### config.mk
export PLATFORM = sky130hd
export DESIGN_NAME = timer_capture_flat
export DESIGN_NICKNAME = d
export VERILOG_FILES = /design/src/rtl/timer_capture_if.sv /design/src/rtl/timer_capture.sv /design/src/flat_wrapper.sv
export SDC_FILE = /design/constraint.sdc
export NUM_CORES = 1
export LEC_CHECK = 0
export ABC_AREA = 1
export CORE_MARGIN = 1
export CORE_UTILIZATION = 58
export CTS_CLUSTER_SIZE = 10
export DETAILED_ROUTE_END_ITERATION = 7
export HOLD_SLACK_MARGIN = 0.06
export PLACE_DENSITY = 0.93
export SYNTH_ARGS = -nofsm -noshare
export SYNTH_HDL_FRONTEND = slang
export SYNTH_SLANG_ARGS = --single-unit
### constraint.sdc
create_clock -name CLOCK -period 4.3 [get_ports CLOCK]
set_input_delay 0.86 -clock CLOCK [delete_from_list [all_inputs] [get_ports CLOCK]]
set_output_delay 0.86 -clock CLOCK [all_outputs]
set_load 0.05 [all_outputs]
### src/rtl/timer_capture_if.sv
// Read-side port of the capture FIFO.
// The unit drives the show-ahead head entry; the reader pops with RD_EN.
interface timer_capture_if #(
  parameter int DATA_WIDTH = 16,
  parameter int ADDR_WIDTH = 2
);
  logic [DATA_WIDTH-1:0] DATA;
  logic                  VALID;
  logic [ADDR_WIDTH:0]   LEVEL;
  logic                  RD_EN;

  modport master (
    output DATA,
    output VALID,
    output LEVEL,
    input  RD_EN
  );

  modport slave (
    input  DATA,
    input  VALID,
    input  LEVEL,
    output RD_EN
  );
endinterface

### src/rtl/timer_capture.sv
// Input capture: synchronize EVENT, detect edges,
// and queue TIMER snapshots in a show-ahead FIFO.
module timer_capture #(
  parameter int DATA_WIDTH = 16,
  parameter int ADDR_WIDTH = 2
) (
  input  logic                  CLOCK,
  input  logic                  RESET,
  input  logic                  ENABLE,
  input  logic [DATA_WIDTH-1:0] TIMER,
  input  logic                  EVENT,
  input  logic [1:0]            EDGE_SEL,
  input  logic                  CLR_OVF,
  output logic                  OVERFLOW,
  timer_capture_if.master       rd
);

  localparam int DEPTH = 1 << ADDR_WIDTH;
  localparam logic [ADDR_WIDTH:0] FULL_LVL =
    (ADDR_WIDTH+1)'(DEPTH);

  logic ev_s1, ev_s2, ev_s3;
  logic rise, fall, hit;
  logic wr, pop, push, drop;
  logic empty, full;

  logic [ADDR_WIDTH-1:0] wr_ptr, rd_ptr;
  logic [ADDR_WIDTH:0]   level;
  logic [DATA_WIDTH-1:0] mem [DEPTH];
  logic                  ovf;

  always_ff @(posedge CLOCK) begin
    if (RESET) begin
      ev_s1 <= 1'b0;
      ev_s2 <= 1'b0;
      ev_s3 <= 1'b0;
    end else begin
      ev_s1 <= EVENT;
      ev_s2 <= ev_s1;
      ev_s3 <= ev_s2;
    end
  end

  assign rise = ev_s2 & ~ev_s3;
  assign fall = ~ev_s2 & ev_s3;

  always_comb begin
    hit = 1'b0;
    unique case (EDGE_SEL)
      2'b00: hit = rise;
      2'b01: hit = fall;
      2'b10: hit = rise | fall;
      2'b11: hit = 1'b0;
    endcase
  end

  assign empty = (level == '0);
  assign full  = (level == FULL_LVL);
  assign wr    = hit & ENABLE;
  assign pop   = rd.RD_EN & ~empty;
  // A pop frees the head slot in the same cycle, so full+pop still writes.
  assign push  = wr & (~full | pop);
  assign drop  = wr & full & ~pop;

  always_ff @(posedge CLOCK) begin
    if (push)
      mem[wr_ptr] <= TIMER;
  end

  always_ff @(posedge CLOCK) begin
    if (RESET) begin
      wr_ptr <= '0;
      rd_ptr <= '0;
      level  <= '0;
    end else begin
      if (push)
        wr_ptr <= wr_ptr + ADDR_WIDTH'(1);
      if (pop)
        rd_ptr <= rd_ptr + ADDR_WIDTH'(1);
      unique case ({push, pop})
        2'b10:   level <= level + (ADDR_WIDTH+1)'(1);
        2'b01:   level <= level - (ADDR_WIDTH+1)'(1);
        default: level <= level;
      endcase
    end
  end

  // Set has priority over clear so a drop is never lost.
  always_ff @(posedge CLOCK) begin
    if (RESET)
      ovf <= 1'b0;
    else if (drop)
      ovf <= 1'b1;
    else if (CLR_OVF)
      ovf <= 1'b0;
  end

  assign OVERFLOW = ovf;
  assign rd.VALID = ~empty;
  assign rd.LEVEL = level;
  assign rd.DATA  = empty ? '0 : mem[rd_ptr];

endmodule

### src/flat_wrapper.sv
// flat-port wrapper written by rule: the top's interface ports become plain ports
module timer_capture_flat 
#(
  parameter int DATA_WIDTH = 16,
  parameter int ADDR_WIDTH = 2
)
  (CLOCK, RESET, ENABLE, TIMER, EVENT, EDGE_SEL, CLR_OVF, OVERFLOW, rd_DATA, rd_VALID, rd_LEVEL, rd_RD_EN);
  timer_capture_if #(.DATA_WIDTH(DATA_WIDTH), .ADDR_WIDTH(ADDR_WIDTH)) rd_i ();
  input  logic CLOCK;
  input  logic RESET;
  input  logic ENABLE;
  input  logic [DATA_WIDTH-1:0] TIMER;
  input  logic EVENT;
  input  logic [1:0] EDGE_SEL;
  input  logic CLR_OVF;
  output logic OVERFLOW;
  output wire logic [$bits(rd_i.DATA)-1:0] rd_DATA;
  output wire logic [$bits(rd_i.VALID)-1:0] rd_VALID;
  output wire logic [$bits(rd_i.LEVEL)-1:0] rd_LEVEL;
  input wire logic [$bits(rd_i.RD_EN)-1:0] rd_RD_EN;
  assign rd_DATA = rd_i.DATA;
  assign rd_VALID = rd_i.VALID;
  assign rd_LEVEL = rd_i.LEVEL;
  assign rd_i.RD_EN = rd_RD_EN;
  timer_capture #(.DATA_WIDTH(DATA_WIDTH), .ADDR_WIDTH(ADDR_WIDTH)) u_core (.CLOCK(CLOCK), .RESET(RESET), .ENABLE(ENABLE), .TIMER(TIMER), .EVENT(EVENT), .EDGE_SEL(EDGE_SEL), .CLR_OVF(CLR_OVF), .OVERFLOW(OVERFLOW), .rd(rd_i));
endmodule
Word-level counts from Yosys, hierarchy flattened
Memories as Yosys holds them, arrays and structs flattened. A register that Yosys moved wholly into a read port is not among the register bits.
Cells that the tools add are included.

cells by class
  add/subtract/negate cells = 4
  equality and inequality tests = 6
  mux-type cells = 9
  bitwise operators = 14
  reduce and logical (&&, ||, !) cells = 4

operator list
  kind                                               count
  two-way mux 16 bit                                 1
  AND 1 bit                                          7
  == test 2 bit (second input constant)              3
  one-hot mux 3 bit (2 select lines)                 1
  inverter 1 bit                                     5
  adder 2 x 1 -> 2 bit (second input constant)       2
  == test 2 x 1 -> 1 bit (second input constant)     2
  two-way mux 1 bit                                  4
  two-way mux 2 bit                                  2
  one-hot mux 1 bit (4 select lines)                 1
  nonzero test 2 bit                                 2
  adder 3 x 1 -> 3 bit (second input constant)       1
  == test 3 bit (second input constant)              1
  zero test 3 bit                                    1
  subtractor 3 x 1 -> 3 bit (second input constant)  1
  zero test 2 bit                                    1
  bitwise OR 1 bit                                   2

word-level totals
  flip-flop bits (word level) = 11
  RAM bits = 64
  input port bits = 24
  output and inout bits = 21
  memories = 1

memory list
  name        depth  width  read ports  clocked after memory_dff  wr ports  line                 source
  u_core.mem  4      16     1           1                         1         timer_capture.sv:29  logic [DATA_WIDTH-1:0] mem [DEPTH];

Depth between registers and ports, before layout
Gate-level depths: netlist of run 1.

  depth in word-level cells = 8
  mapped depth = 13
  depth with buffers taken out = 13

Worst setup path before layout of run 1
OpenSTA, ideal clock, no wires.

  kind = flip-flop to output port
  from = register u_core.level[0] (netlist: u_core.rd.LEVEL[0])
  to = output rd_DATA[10]
  data arrival time = 1.892 ns
  path slack = 1.548 ns
  stages on the path, launching flop included = 6
  path buffers = 1
  path through = dfxtp_1 > inv_2 > nand2_2 > nor2_4 > buf_4 > a21oi_1

on the way
  cells in the longest elaborated chain, start to end = 2

ends and longest elaborated chain
  item                      line                  source
  start: declaration        timer_capture.sv:28   logic [ADDR_WIDTH:0] level;
  start signal: assignment  timer_capture.sv:81   2'b10: level <= level + (ADDR_WIDTH+1)'(1);
  start signal: assignment  timer_capture.sv:82   2'b01: level <= level - (ADDR_WIDTH+1)'(1);
  start signal: assignment  timer_capture.sv:83   default: level <= level;
  zero test 3 bit           timer_capture.sv:57   assign empty = (level == '0);
  two-way mux 16 bit        timer_capture.sv:101  assign rd.DATA = empty ? '0 : mem[rd_ptr];
  end: declaration          flat_wrapper.sv:17    output wire logic [$bits(rd_i.DATA)-1:0] rd_DATA;

Every way passes these cells.

==> impl_metrics.ini, run 1 <==
[cells_and_area]
multi_input_area_um2 = 858
syn_to_final_growth_pct = 20.7
nets = 363
stdcell_area_um2 = 3910
fillers = 327
seq_area_um2 = 2180
n_antenna_cell = 0
drive_above_1_share_pct = 10.1

[yosys]
synth.cell_area_um2 = 3240
synth_edf_count = 64
synth.yosys.warnings = 0
async_flop_share_pct = 0
synth_top_cell_by_area = edfxtp_1
synth_nets = 314
ys_seq_elements = 77
ys_seq_area_share_pct = 67.4
yosys.area_share.simple_pct = 12.9
synthCells = 282
synth_xor_area_share_pct = 0.270
synth_compound_area_share_pct = 9.97
synth_top_area_share_pct = 59.4
ys_top_cells_by_area = edfxtp_1, nor2_1, dfxtp_1
synthAdderAreaFrac_pct = 3.32
synth_cell_types = 26
yosys-top-cells-count = nor2_1, edfxtp_1, o21ai_0, a21oi_1, inv_1
yosysMostFrequentCell = nor2_1
avgSynthCellArea_um2 = 11.5
synth_mux_area_share_pct = 0
synth_top_family_by_area = simple AND/OR/NAND/NOR gates
ys.flop_type = edfxtp_1

[setup_path]
slowest_stage = clkdlybuf4s50_1
cp_num_buf_inv = 3
cpPeakStageDelay_ps = 880
worstPathArrival_ps = 2800
crit_path_max_fanout = 32
crit_path_start_kind = flip-flop
crit_family = buffers and inverters
worstPathRequired_ps = 3440
end_kind = output pin
critical_path_class = reg -> out
path_cells = buf_4 -> inv_2 -> o21ai_0 -> a21oi_1 -> clkdlybuf4s50_1

[worst_hold_path]
min_path_type = reg -> reg

[floorplan]
die_area_um2 = 5890
die_h_um = 76.7
io_pins = 45
core_area_um2 = 5240
die_x_um = 76.7
start_util_pct = 61.8
fp-row-count = 26

[clock_network]
cts_buffer_depth = 2
cts_tree = yes
clk_latency_ps = 350
root_buffer = clkbuf_8
cts-buffers-inserted = 9
postCtsSetupRepairBufs = 0
cts.htree.levels = 3
ctsResizeCount = 0
cts_hold_buf = 0
clock-sinks = 77
clkTransAtPathRegs_ps = 80

[run]
drv_cap = 0

[timing]
drv_slew = 0
relSlewSlack_pct = 53.5
skew_ps = 11.6
fin_crit_sh_pct = 85.1
min_period_ps = 3660
finalHoldViolCount = 0
setup_viol = 0
tightest_slew_ps = 696
fmaxAchievable_mhz = 273
setup_tns_ps = 0
rsz0062_at_grt = no

[power_and_ir_drop]
switching_share_pct = 34.7
p_clk_share_pct = 27.8
p_int_mw = 1.27
p_seq_share_pct = 44.0
p_leak_nw = 1.41
switchingPower_mw = 0.675
p_comb_share_pct = 28.2
pwr_density_cell_nw_per_um2 = 498
peakVddDrop_v = 0.000315

[detailed_routing]
drt_iter0_drc = 244
via_per_inst = 5.41
num_vias = 2195
post-route-drc-count = 0
ant_nets = 0
drtPass1Iterations = 4
wirelength_um = 6440
wl_per_cell_um = 15.8

[place]
gp_congestion = 0.803
port_buffers = 44
dpl.hpwl_um = 4070
placed_area_um2 = 3710

[grt]
antenna_found_initial = 0
grt_overflow = 0
grt_pass1_wl_um = 10200
groute.usage.overall_pct = 23.7
grt_pass1_vias = 2157
grt_max_degree = 33

[status]
outcome = completed
[routing by layer]
metal	part of all wire (%)	track usage, %	routed length (um)
met1	40	26.3	2570
met2	54	41.5	3450
met3	4.0	6.79	258
met4	2.5	11.3	162
met5	0	0	0
[layout make-up]
cell class	count	area share, %
clock buffers	9	3.17
clock inverters	7	1.92
inverters	27	2.66
multi-input cells	167	22.0
flip-flops and latches	77	55.8
well taps	70	2.24
repair buffers	49	12.2
[worst register-to-register path, stage by stage (launching register included)]
cell	delay, ps
dfxtp_1	350
inv_1	50
ha_1	270
inv_1	30
nand2_1	70
nand3_2	120
nand3_4	140
ha_1	160
inv_1	70
fa_1	370
or2_2	310
nand2_1	100
o21ai_0	80
a21oi_1	140
[registers in the layout (all words and copies together), names as in the netlist, named ones only]
signal           cells
u_core.ev_s2         1
u_core.rd.LEVEL      3
u_core.OVERFLOW      1
u_core.rd_ptr        2
u_core.ev_s3         1
u_core.wr_ptr        2
u_core.ev_s1         1
u_core.mem          64
[metrics by stage]
stage                     instances  hold WS, ps  util [%]  worst slack [ps]  total power [mW]
final                           406          404      74.6               642              1.95
after global routing            406          417      74.6               493              2.02
after CTS                       406          405      74.6               640              1.95
after detailed placement        390          392      70.8              1100              1.42
after global placement          390          398      70.8              1200              1.40
after floorplan                 282          388         -              1550              1.26
[placed cells by master, fill, tap and decap left out, types with 2 or more instances in the layout]
master / n
clkdlybuf4s50_1: 44
edfxtp_1: 64
nand3_2: 2
inv_1: 23
o21ai_1: 10
nor2_4: 2
nor2_1: 77
inv_2: 3
buf_4: 5
dfxtp_1: 13
clkinv_2: 2
o21ai_0: 25
clkinv_4: 3
clkbuf_8: 9
nand2_1: 10
ha_1: 7
nand4_1: 2
a21oi_1: 24
[power groups by stage]
stage               clock [mW]  combinational [mW]  sequential [mW]
finish                   0.542               0.549            0.857
global route             0.577               0.587            0.860
CTS                      0.544               0.551            0.857
detailed placement           0               0.542            0.873
global placement             0               0.529            0.871
floorplan                    0               0.378            0.878
[path summary, 6_finish.rpt]
check               start            endpoint  slack [ps]  depth (start not counted)
min          u_core.ev_s1        u_core.ev_s2         400                          2
min reg2reg  u_core.ev_s1        u_core.ev_s2         400                          2
max reg2reg  u_core.ev_s3  u_core.rd.LEVEL[2]        1980                         13
max             flip-flop          rd_DATA[9]         640                          5
[logic make-up (layout without fill, tap and decap cells)]
kind of cell             count (synthesis)  after routing
AND/OR/NAND/NOR                         97             97
adder cells (fa/ha/maj)                  8              8
AO/OA/AOI/OAI                           61             61
flip-flops                              77             77
XOR/XNOR                                 1              1
buffers and inverters                   38             92
Power figures use the tool's default switching activity.
==> run 2, diff against run 1 <==
--- a/config.mk
+++ b/config.mk
@@ -6,12 +6,14 @@
 export NUM_CORES = 1
 export LEC_CHECK = 0
 export ABC_AREA = 1
+export CAP_MARGIN = 30
 export CORE_MARGIN = 1
-export CORE_UTILIZATION = 58
+export CORE_UTILIZATION = 56
 export CTS_CLUSTER_SIZE = 10
 export DETAILED_ROUTE_END_ITERATION = 7
+export DONT_BUFFER_PORTS = 1
 export HOLD_SLACK_MARGIN = 0.06
-export PLACE_DENSITY = 0.93
+export PLACE_DENSITY = 0.83
 export SYNTH_ARGS = -nofsm -noshare
 export SYNTH_HDL_FRONTEND = slang
 export SYNTH_SLANG_ARGS = --single-unit
==> constraint.sdc (replaced) <==
create_clock -name CLOCK -period 2.9 [get_ports CLOCK]
set_input_delay 0.58 -clock CLOCK [delete_from_list [all_inputs] [get_ports CLOCK]]
set_output_delay 0.58 -clock CLOCK [all_outputs]
set_load 0.05 [all_outputs]
==> run 2 against run 1 <==
Effect of this change: largest power group unchanged; worst setup slack worse by 500 ps; sequential power increased by 49%; first-iteration DRC count decreased by 35%; count of clock-buffer cells in the layout unchanged.
==> impl_metrics.ini, run 2 (same netlist as run 1, synthesis figures left out) <==
[status]
outcome = completed

[cells_and_area]
fin_cells = 383
fillers = 407
layout_commonest_cell = nor2_1
final_cell_mix = nor2_1, edfxtp_1, o21ai_0, buf_4, a21oi_1
final_util_pct = 65.2
largest_register = u_core.mem
largest_reg_flops = 64
drive_above_1_share_pct = 16.7
syn_to_final_growth_pct = 11.5
n_antenna_cell = 0
nets = 339

[setup_path]
worstPathArrival_ps = 2180
crit_path_start_kind = flip-flop
reg2reg_to = u_core.rd.LEVEL[2]
r2r-start = u_core.rd.LEVEL[0]
critical_path_class = reg -> out
worst-r2r-setup-slack_ps = 480
worstPathRequired_ps = 2320
end_kind = output pin
reg2reg_depth = 11
crit_path_max_fanout = 32

[worst_hold_path]
min_path_type = in -> reg
whs_endpoint = u_core.ev_s1
hold_path_depth = 1
min_from = RESET

[power_and_ir_drop]
pwr_density_cell_nw_per_um2 = 769
p_seq_share_pct = 46.0
p_clk_share_pct = 27.7
switching_share_pct = 34.7
p_int_mw = 1.81
p_comb_share_pct = 26.3
switchingPower_mw = 0.963
peakVddDrop_v = 0.000355
p_leak_nw = 1.34

[detailed_routing]
post-route-drc-count = 0
ant_nets = 0
wirelength_um = 6210
wl_per_cell_um = 16.2
via_per_inst = 5.43
num_vias = 2079
drtPass1Iterations = 4
drt_iter0_drc = 158

[clock_network]
clock-sinks = 77
cts_tree = yes
clk_latency_ps = 340
ctsResizeCount = 0
root_buffer = clkbuf_8
cts-buffers-inserted = 9
clkTransAtPathRegs_ps = 80
cts_hold_buf = 0
cts.htree.levels = 3
cts_buffer_depth = 2
postCtsSetupRepairBufs = 0

[grt]
grt_max_degree = 33
antenna_found_initial = 0
grt_overflow = 0
grt_pass1_vias = 1942
grt_pass1_wl_um = 9490
groute.usage.overall_pct = 21.7

[floorplan]
die_h_um = 78.0
die_x_um = 78.0
io_pins = 45
core_area_um2 = 5540
fp-row-count = 27
die_area_um2 = 6090
start_util_pct = 58.4

[timing]
drv_slew = 0
skew_ps = 7.36
fin_worst_hold_slack_ps = 301
finalHoldViolCount = 0
fmaxAchievable_mhz = 362
relSlewSlack_pct = 62.6
tightest_slew_ps = 560
setup_viol = 0
fin_crit_sh_pct = 95.2
rsz0062_at_grt = no
setup_tns_ps = 0
min_period_ps = 2760

[place]
port_buffers = 0
dpl.hpwl_um = 3870
gp_congestion = 0.834
dp.cells = 368

[run]
drv_cap = 0
-- run 2: per-stage QoR --
| step | cell area [um^2] | setup WS [ps] | power (mW) |
|---|---|---|---|
| 5_1_grt | 3610 | 33.7 | 2.87 |
| 4_1_cts | 3610 | 183 | 2.77 |
| 6_report | 3610 | 139 | 2.78 |
| 3_5_place_dp | 3420 | 512 | 2.02 |
| 2_1_floorplan | 3240 | 428 | 1.86 |
| 3_3_place_gp | 3420 | 560 | 2.00 |
-- run 2: layout make-up --
type	instances	area, um^2	share of cell area, %
inverter	27	104	2.88
clock inverter	6	63.8	1.77
multi-input combinational	167	858	23.8
timing repair buffer	25	188	5.20
tap	72	90.1	2.50
sequential	77	2180	60.5
clock buffer	9	124	3.43
-- run 2: worst max-delay path by stage --
stage | from | to | slack [ps] | cells after the start
2_1_floorplan | u_core.rd.LEVEL[0] | rd_DATA[10] | 430 | 5
3_3_place_gp | u_core.rd.LEVEL[0] | u_core.rd.LEVEL[2] | 560 | 11
3_5_place_dp | u_core.rd.LEVEL[0] | u_core.rd.LEVEL[2] | 510 | 11
4_1_cts | flip-flop | rd_DATA[7] | 180 | 5
5_1_grt | flip-flop | rd_DATA[7] | 30 | 5
6_report | flip-flop | rd_DATA[7] | 140 | 5
-- run 2: per-layer routing --
| layer | share of wire, % | wire (um) | GRT usage (%) | vias to the layer above |
|---|---|---|---|---|
| li1 | - | - | - | 1000 |
| met1 | 38 | 2340 | 24.5 | 984 |
| met3 | 6.6 | 412 | 5.35 | 19 |
| met4 | 2.1 | 128 | 12.2 | 0 |
| met2 | 54 | 3330 | 37.5 | 76 |
| met5 | 0 | 0 | 0 | - |
-- run 2: critical path: stages (launching register included) --
cell     delay [ps]
dfxtp_1         440
buf_4           240
inv_2           370
o21ai_0         250
a21oi_1         290
buf_4           250
-- run 2: power groups by stage --
stage | Sequential [mW] | Combinational (mW) | Clock, mW
after global placement | 1.30 | 0.705 | 0
final | 1.28 | 0.732 | 0.769
after floorplan | 1.30 | 0.560 | 0
after detailed placement | 1.30 | 0.723 | 0
after CTS | 1.28 | 0.729 | 0.766
after global routing | 1.28 | 0.779 | 0.815
==> edit, RTL diff (flow settings as in run 2) <==
Reset style: asynchronous (`RESET`), changed in 3 clocked blocks.
--- a/src/rtl/timer_capture.sv
+++ b/src/rtl/timer_capture.sv
@@ -29,7 +29,7 @@
   logic [DATA_WIDTH-1:0] mem [DEPTH];
   logic                  ovf;
 
-  always_ff @(posedge CLOCK) begin
+  always_ff @(posedge CLOCK or posedge RESET) begin
     if (RESET) begin
       ev_s1 <= 1'b0;
       ev_s2 <= 1'b0;
@@ -67,7 +67,7 @@
       mem[wr_ptr] <= TIMER;
   end
 
-  always_ff @(posedge CLOCK) begin
+  always_ff @(posedge CLOCK or posedge RESET) begin
     if (RESET) begin
       wr_ptr <= '0;
       rd_ptr <= '0;
@@ -86,7 +86,7 @@
   end
 
   // Set has priority over clear so a drop is never lost.
-  always_ff @(posedge CLOCK) begin
+  always_ff @(posedge CLOCK or posedge RESET) begin
     if (RESET)
       ovf <= 1'b0;
     else if (drop)
Function: differs if RESET is asserted again (counterexample within 4 cycles, from zero or initial values and one cycle with RESET high); with RESET held inactive, the same outputs for 10 cycles.
==> edit against run 2 <==
- wire length shrank 6.9%
- fmax grew 2.1%
- sequential cell count shrank 2
- synthesized area shrank 2.7%
- cell area shrank 2.0%
- clock skew shrank 0.0019 ns
- worst setup slack gained 0.056 ns
- via count shrank 7.4%
- highest routed layer unchanged
Power is not compared: it rests on default switching activity, and its combinational part moved more than twofold at a synthesized area within 25%.
==> edit: results (changes against run 2) <==
{| class="wikitable"
! Metric !! Value
|-
| Largest net degree at the start of global routing || 35 (was 33)
|-
| Capturing element of the worst setup path || rd_DATA[3] (was rd_DATA[7])
|-
| Startpoint of the lowest-slack register-to-register path || u_core.rd.LEVEL[1] (was u_core.rd.LEVEL[0])
|-
| DR WL/cell || 15.82 um (was 16.20 um)
|-
| DRC marker count from the first detailed-route iteration || 116 (was 158)
|-
| Placed instance area || 3331 sq um (was 3422 sq um)
|-
| Most frequent cells after synthesis || nor2_1, edfxtp_1, o21ai_1, inv_1, a21oi_1 (was nor2_1, edfxtp_1, o21ai_0, a21oi_1, inv_1)
|-
| Data arrival, critical path || 2.12 ns (was 2.18 ns)
|-
| Post-route clock skew || 0.005497 ns (was 0.007365 ns)
|-
| Post-synthesis instance total || 265 (was 282)
|-
| Post-DP HPWL || 3570 um (was 3872 um)
|-
| Root buffer selected by CTS || clkbuf_8 (unchanged)
|-
| Count of placed standard cells in the final layout, fillers left out || 365 (was 383)
|-
| Share of cells above drive strength 1 || 0.1559 (was 0.1672)
|-
| Worst Reg2Reg Path Length in Cells || 9 (was 11)
|-
| Post-detailed-route via-to-cell ratio || 5.277 (was 5.428)
|-
| Post-synth top flop || edfxtp_1 (unchanged)
|-
| Routed length on met1 || 2401 um (was 2335 um)
|-
| Type of the most critical hold path || primary input to asynchronous set/reset pin (was primary input to flop)
|-
| Worst setup slack before clock tree synthesis || 0.6442 ns (was 0.5120 ns)
|-
| Flip-flop count of the largest register, all copies and words added || 64 (unchanged)
|-
| Layout net count || 323 (was 339)
|-
| Length of routed met2 wiring || 2840 um (was 3328 um)
|-
| Share of synthesized area occupied by flip-flops and latches || 0.6974 (was 0.6739)
|-
| Final WS setup || 0.1955 ns (was 0.1392 ns)
|-
| Destination of the worst register-to-register timing path || u_core.rd.LEVEL[2] (unchanged)
|-
| Reg2reg setup slack || 0.62 ns (was 0.48 ns)
|-
| Max-cap viol count || 0 (unchanged)
|-
| Post-CTS setup repair buffer count || 0 (unchanged)
|-
| Peak supply drop || 0.6570 mV
|-
| Placed cells || 350 (was 368)
|-
| Worst Max-Slew Pin Slew || 0.5650 ns (was 0.5603 ns)
|-
| Wire length of the first global-routing pass || 9432 um (was 9487 um)
|-
| Sum of met3 wire segment lengths after detailed routing || 378 um (was 412 um)
|-
| Number of distinct library cell variants in the gate-level netlist after synthesis || 22 (was 26)
|-
| Status || finished clean (unchanged)
|-
| CP max FO || 19 (was 32)
|-
| Synthesized net count || 297 (was 314)
|-
| Routability Congestion || 0.7776 (was 0.8340)
|-
| Via count of the first global-routing pass || 1934 (was 1942)
|-
| Global-route total usage across every layer || 0.2183 (was 0.2168)
|-
| Proportion of synthesized flip-flops having asynchronous set or reset || 0.1467 (was 0)
|}
==> edit: cell count changes after synthesis, moves of 2 or more <==
cell | before | now
a21oi_1 | 24 | 17
inv_1 | 23 | 19
nand2_1 | 10 | 14
dfrtp_1 | 0 | 11
dfxtp_1 | 13 | 0
o21ai_0 | 25 | 7
clkbuf_2 | 2 | 0
nor2_4 | 2 | 0
nor2_1 | 77 | 74
o21ai_1 | 10 | 29
==> edit: worst max-delay path: stages, from the launching register on <==
cell and delay [ns]:
dfrtp_1 0.68, buf_4 0.34, nor2_1 0.09, nor2_1 0.13, o21ai_1 0.10, a21oi_1 0.21
buf_4 0.23
==> edit: final cells by class <==
cell class | instances | area, sq um
clock buffers | 9 | 123.9
inverters | 22 | 85.08
flip-flops and latches | 75 | 2197
well taps | 70 | 87.58
clock inverters | 6 | 81.33
fillers | 374 | 1734
repair buffers | 26 | 195.2
multi-input cells | 157 | 765.7
==> edit: layer usage <==
layer	vias to the layer above	global-route usage
met2	53	0.3571
met1	913	0.2555
met3	14	0.06548
li1	946	-
met4	0	0.1264
met5	-	0
==> edit: cells by family after synthesis <==
kind of cell,synth area share
xor gates and xnor gates,0.005561
and+or+nand+nor,0.1156
buffers and inverters,0.05957
DFF,0.6974
adders and majority gates,0.03415
AOI/OAI and AO/OA,0.08777
==> edit: per-stage QoR <==
stage / hold slack (ns) / utilization / power (mW)
after global placement: 0.3364 / 0.6320 / 3.366
after detailed placement: 0.3427 / 0.6320 / 3.428
after CTS: 0.1173 / 0.6709 / 4.258
after global routing: 0.1557 / 0.6709 / 4.454
after floorplan: 0.3312 / - / 2.983
final: 0.1246 / 0.6709 / 4.240
